--- config.mk ---
export PLATFORM = sky130hd
export DESIGN_NAME = updown_mod_counter
export DESIGN_NICKNAME = d
export VERILOG_FILES = /design/src/rtl/updown_mod_counter.sv
export SDC_FILE = /design/constraint.sdc
export NUM_CORES = 1
export LEC_CHECK = 0
export CORE_AREA = 4 4 41 43
export CTS_BUF_LIST = sky130_fd_sc_hd__clkbuf_16
export DETAILED_ROUTE_END_ITERATION = 16
export DIE_AREA = 0 0 45 47
export PLACE_DENSITY = 0.69
export SLEW_MARGIN = 25
export SYNTH_ARGS = -nofsm -noshare
export SYNTH_HDL_FRONTEND = slang
export SYNTH_SLANG_ARGS = --single-unit
--- constraint.sdc ---
create_clock -name clk -period 1.8 [get_ports clk]
set_clock_uncertainty 0.15 [all_clocks]
set_input_delay 0.18 -clock clk [delete_from_list [all_inputs] [get_ports clk]]
set_output_delay 0.18 -clock clk [all_outputs]
set_load 0.01 [all_outputs]
--- src/rtl/updown_mod_counter.sv ---
// Up/down modulo-MOD counter with sync clear, clamped parallel load, wrap-or-saturate
// mode and a combinational carry/borrow (tc). Optional prescaler: COUNTER_PRESCALE_EN.
module updown_mod_counter #(
  parameter int W        = 4,
  parameter int MOD      = 10,
  parameter int PRESCALE = 4
) (
  input  logic         clk,
  input  logic         rst_n,
  input  logic         clr,
  input  logic         load,
  input  logic [W-1:0] load_val,
  input  logic         en,
  input  logic         up,
  input  logic         sat,
  output logic [W-1:0] count,
  output logic         tc,
  output logic         wrapped
);

  if (MOD < 2 || MOD > (1 << W) || PRESCALE < 2) begin : g_bad_param
    $error("updown_mod_counter: illegal W/MOD/PRESCALE combination");
  end

  // One extra bit so MOD == 2**W and MOD-1 compare without overflow.
  localparam logic [W:0]   MOD_W = (W+1)'(MOD);
  localparam logic [W:0]   MAX_W = (W+1)'(MOD - 1);
  localparam logic [W-1:0] MAX_V = MAX_W[W-1:0];

  logic [W-1:0] count_d, count_q;
  logic         wrapped_d, wrapped_q;
  logic         step_qual;
  logic         at_max, at_zero, at_lim;

`ifdef COUNTER_PRESCALE_EN
  localparam int            PW      = $clog2(PRESCALE);
  localparam logic [PW-1:0] PS_LAST = PW'(PRESCALE - 1);

  logic [PW-1:0] ps_d, ps_q;

  assign step_qual = (ps_q == PS_LAST);
`else
  assign step_qual = 1'b1;
`endif

  assign at_max  = ({1'b0, count_q} == MAX_W);
  assign at_zero = (count_q == '0);
  assign at_lim  = up ? at_max : at_zero;

  // Carry/borrow ignores sat so a saturating stage still feeds its successor.
  assign tc = en & step_qual & at_lim;

  always_comb begin
    count_d   = count_q;
    wrapped_d = 1'b0;
`ifdef COUNTER_PRESCALE_EN
    ps_d      = ps_q;
`endif
    if (clr) begin
      count_d = '0;
`ifdef COUNTER_PRESCALE_EN
      ps_d    = '0;
`endif
    end else if (load) begin
      count_d = ({1'b0, load_val} >= MOD_W) ? MAX_V : load_val;
`ifdef COUNTER_PRESCALE_EN
      ps_d    = '0;
`endif
    end else if (en) begin
`ifdef COUNTER_PRESCALE_EN
      ps_d = step_qual ? '0 : ps_q + PW'(1);
`endif
      if (step_qual) begin
        if (at_lim) begin
          if (!sat) begin
            count_d   = up ? '0 : MAX_V;
            wrapped_d = 1'b1;
          end
        end else begin
          count_d = up ? count_q + W'(1) : count_q - W'(1);
        end
      end
    end
  end

  always_ff @(posedge clk or negedge rst_n) begin
    if (!rst_n) begin
      count_q   <= '0;
      wrapped_q <= 1'b0;
    end else begin
      count_q   <= count_d;
      wrapped_q <= wrapped_d;
    end
  end

`ifdef COUNTER_PRESCALE_EN
  always_ff @(posedge clk or negedge rst_n) begin
    if (!rst_n) ps_q <= '0;
    else        ps_q <= ps_d;
  end
`endif

  assign count   = count_q;
  assign wrapped = wrapped_q;

endmodule
Word-level counts from Yosys, hierarchy flattened
Cells that the tools add are included.
Storage, ports and cells
  register bits: 5
  bits in latches: 0
  bits in writable memories: 0
  ROM bits: 0
  input bits: 11
  memories: 0
Operators by class
  add/subtract/negate cells: 2
  multipliers: 0
  div/mod/pow operators: 0
  $lt $le $gt $ge: 1
  eq/ne operators: 2
  shift operators: 0
  muxes and demuxes: 14
  bitwise gates (word level): 1
  reduce and logical (&&, ||, !) cells: 3
Operator list (number)
  2-to-1 mux 4 bit: 8
  2-to-1 mux 1 bit: 6
  adder 4 x 1 -> 4 bit, second input constant: 1
  equality test 4 bit, second input constant: 1
  >= comparator 4 bit, second input constant: 1
  zero test 4 bit: 1
  != test 4 bit, second input constant: 1
  subtractor 4 x 1 -> 4 bit, second input constant: 1
  nonzero test 3 bit: 1
  AND reduction 2 bit: 1
  bitwise AND 1 bit: 1

Logic depth before layout (Yosys ltp)
Gate-level depths: netlist (run 1).
  word-level depth: 6
  gate-level depth with buffers: 7

Least setup slack after synthesis (run 1)
No wires, ideal clock.
  path kind: flip-flop to flip-flop
  start point: register count_q[1] (netlist: count[1])
  end point: register count_q[3] (netlist: count[3])
  library setup time: 0.132 ns
  arrival: 1.532 ns
  required time: 1.518 ns
  slack: -0.014 ns
  cell stages (with the launch flop): 7
  period minus slack after synthesis: 1.814 ns
  cell sequence: dfrtp_1 > ha_1 > a21o_1 > a21oi_2 > a21oi_1 > o41ai_1 > o21ai_0
Between the ends
  longest elaborated chain between the ends: 6
  elaborated cells between the ends (all ways): 12
  those cells by class: add/sub (2); eq/ne (2); mux (6); reduce/logical (2)
RTL lines
  from (decl): RTL line 30  | logic [W-1:0] count_d, count_q;
  from (signal assigned): RTL line 91  | count_q <= count_d;
  subtractor 4 x 1 -> 4 bit (tied with other cells): RTL line 80  | count_d = up ? count_q + W'(1) : count_q - W'(1);
  2-to-1 mux 4 bit / 2-to-1 mux 1 bit (equally long branches): RTL line 80, 48
  2-to-1 mux 4 bit: RTL line 74  | if (at_lim) begin
  2-to-1 mux 4 bit: RTL line 69  | end else if (en) begin
  2-to-1 mux 4 bit: RTL line 64  | end else if (load) begin
  2-to-1 mux 4 bit: RTL line 59  | if (clr) begin
Parallel ways exist; a longest one is shown, timed or not. The select of a mux whose other input is x is not followed.
A chain may end at the register's enable or synchronous reset.

Final worst setup path (run 1)
Ends and elaborated chain as after synthesis.

==> results of run 1 <==
==> final timing paths <==
| kind | start | end | slack (ps) | cells past startpoint |
|---|---|---|---|---|
| min in group clk | en | wrapped | 420 | 3 |
| max in group asynchronous | rst_n | count[1] | 1270 | 1 |
| setup reg to reg | count[1] | count[3] | 50 | 6 |
| hold reg to reg | count[2] | count[2] | 480 | 2 |
| hold / removal | rst_n | wrapped | 30 | 1 |
| setup / recovery | count[1] | count[3] | 50 | 6 |
==> cell families (layout without fill, tap and decap cells) <==
group / Yosys count / count (layout) / synth area share, %
buf+inv: 7 / 37 / 7.07
mux: 1 / 1 / 2.09
compound gates: 18 / 18 / 29.8
simple gates: 20 / 20 / 23.6
xor+xnor: 1 / 1 / 1.83
flops: 5 / 5 / 26.2
fa+ha+maj: 3 / 3 / 9.42
==> sequential cells by signal (all words and copies together), names as in the netlist <==
register  flops
count         4
wrapped       1
==> final cells by class <==
class                           instances  area, um2  area share (%)
Multi-Input combinational cell         43        327            39.7
Timing Repair Buffer                   28        253            30.7
Sequential cell                         5        126            15.4
Clock buffer                            3       75.1            9.13
Inverter                                5       18.8            2.28
Tap cell                               15       18.8            2.28
Clock inverter                          1       3.75           0.457
==> per-layer routing <==
layer	wire [um]	track usage, %	share of wire, %	vias to the layer above
met5	0	0	0	-
met4	6	3.51	0.48	0
li1	-	-	-	260
met3	106	8.05	8.5	2
met1	534	15.2	43	235
met2	596	22.6	48	21
==> cells in the mapped netlist <==
cell,number,area share [%]
a21oi_1,3,3.1
inv_1,5,3.9
buf_1,1,0.78
o21a_1,1,1.6
nand2_1,6,4.7
and3_1,1,1.3
o31ai_1,2,3.1
a21o_1,1,1.6
nor2_4,1,2.4
o31a_1,1,1.8
or2b_2,1,1.8
nor2b_1,1,1.3
buf_6,1,2.4
nand3_1,1,1.0
a21oi_2,1,1.8
nor4b_1,1,1.8
o41ai_1,1,1.8
a31oi_1,1,1.3
nor2_1,6,4.7
fa_1,1,4.2
and3_4,1,2.4
o21ai_1,1,1.0
dfrtp_1,5,26
a21boi_2,1,2.4
a32oi_1,2,3.7
ha_1,2,5.2
xnor2_1,1,1.8
o21ai_0,2,2.1
o211ai_4,1,4.5
mux2i_1,1,2.1
nor3_2,1,2.1
==> cell usage in the layout (no fill, tap or decap), drive strengths merged, types with 3 or more instances in the layout <==
cell type      instances
nand2                  6
buf                   12
dfrtp                  5
inv                    6
clkbuf                 3
a21oi                  4
o21ai                  3
nor2                   7
clkdlybuf4s50         14
==> power by group through the flow <==
stage          combinational [mW]  sequential [mW]  clock (mW)
2_1_floorplan               0.106            0.144           0
3_3_place_gp                0.215            0.138           0
3_5_place_dp                0.220            0.138           0
4_1_cts                     0.219            0.137       0.363
5_1_grt                     0.244            0.140       0.373
6_report                    0.222            0.137       0.356
==> through the flow <==
stage | hold WS (ps) | util (%) | area [um2] | TNS (ps) | total power, mW
3_3_place_gp | 265 | 56.3 | 733 | -1110 | 0.353
6_report | 26.5 | 63.2 | 822 | 0 | 0.715
3_5_place_dp | 264 | 56.3 | 733 | -1220 | 0.358
4_1_cts | 28.3 | 62.2 | 810 | 0 | 0.719
5_1_grt | 41.9 | 63.2 | 822 | -105 | 0.757
2_1_floorplan | -266 | - | 479 | 0 | 0.250
==> what timing repair did <==
item                       4_1_cts  5_1_grt
resized for setup                4        3
setup endpoints to repair        4        4
pin swaps                        3        0
gates cloned                     0        0
==> flow_summary.yaml, run 1 <==
floorplan:
  dieHeight_um: 47
  fp.dieW_um: 45
  dieArea_um2: 2120
  rows: 13
  ios: 17
  start_util_pct: 36.7
  core_um2: 1300
outcome:
  status: "finished clean"
logic_synthesis:
  ys_types: 31
  postSynthCellCount: 55
  ys_ff_latch: 5
  syn-cell-area_um2: 478
  ys_warn_count: 0
  postSynthAreaPerCell_um2: 8.69
  synth_seq_area_share_pct: 26.2
  syn-num-nets: 69
pwr:
  p_int_mw: 0.534
  ir_worst_vdd_v: 0.000693
  pwr-share-seq_pct: 19.2
  p_switching_mw: 0.181
  pwr-share-clk_pct: 49.7
  switching_share_pct: 25.3
  p_leak_nw: 0.374
  power.density_nw_per_um2: 870
  comb_power_share_pct: 31.1
hold_path:
  hold_class: "input pin to async pin"
detailed_routing:
  drt-pass1-iter-count: 4
  vias: 518
  viasPerCell: 5.18
  drc_errors: 0
  postRouteAntennaNets: 0
  wl_mm: 1.24
  detail_route.iter0.violations: 19
  wl_per_cell_um: 12.4
grt:
  grt_pass1_vias: 493
  antenna_found_initial: 0
  grt_start_max_net_pins: 8
  grt-ovfl-total: 0
  grt.total_usage_pct: 13.7
  grt_pass1_wl_mm: 2.03
finish:
  area_growth_pct: 72.0
  finalNetCount: 100
  layout-drive-gt1-share_pct: 29.4
  n_antenna_cell: 0
  fillCellCount: 120
  final_cell_count_no_fill: 100
clocking:
  cts_buffers: 3
  cts.sinks: 5
  cts_tree: "built"
  ctsHoldBuffers: 0
  path_clk_slew_ps: 30
  root_buffer: "clkbuf_16"
  h-tree-depth: 1
  clock_latency_ps: 230
  clockBufferDepth: 2
  cts_setup_buffers: 0
place:
  portBuffers: 16
  post-place-ws_ps: -381
  dp_cells: 96
  place.gp.congestion: 0.779
  dp_hpwl_um: 997
timing:
  finalCriticalPeriod_ps: 1750
  timing.slew.headroom_pct: 81.0
  grt_setup_unrepaired: "yes"
  worst_pin_slew_ps: 281
  hold_viol_final: 0
  period_share_pct: 97.1
  max_freq_ghz: 0.572
  maxSlewViolCount: 0
  fin_ws_ps: 52.4
  setup_violations: 0
run:
  drv_cap: 0
critical_path:
  critPathRequiredTime_ps: 1750
  path_class: "register to register"
  cpLargestDelayFamily: "compound AO/OA/AOI/OAI gates"
  worst-path-max-fanout: 3
  critPathCaptureType: "register"
  start_kind: "register"
  cpMaxStageDelayCell: "dfrtp_2"
  worstPathArrival_ps: 1700
  cpPeakStageDelay_ps: 400
  path_buf_inv: 0
  worstPathCellList: "ha_1, a21o_1, a21oi_2, a21oi_1, o41ai_2, o21ai_1"
(Power assumes the default switching activity.)
==> run 2: changes to the inputs <==
Settings changed: GPL_TIMING_DRIVEN set to 1.
==> results of run 2 <==
No change in the layout: final DEF, timing and power equal those of run 1.
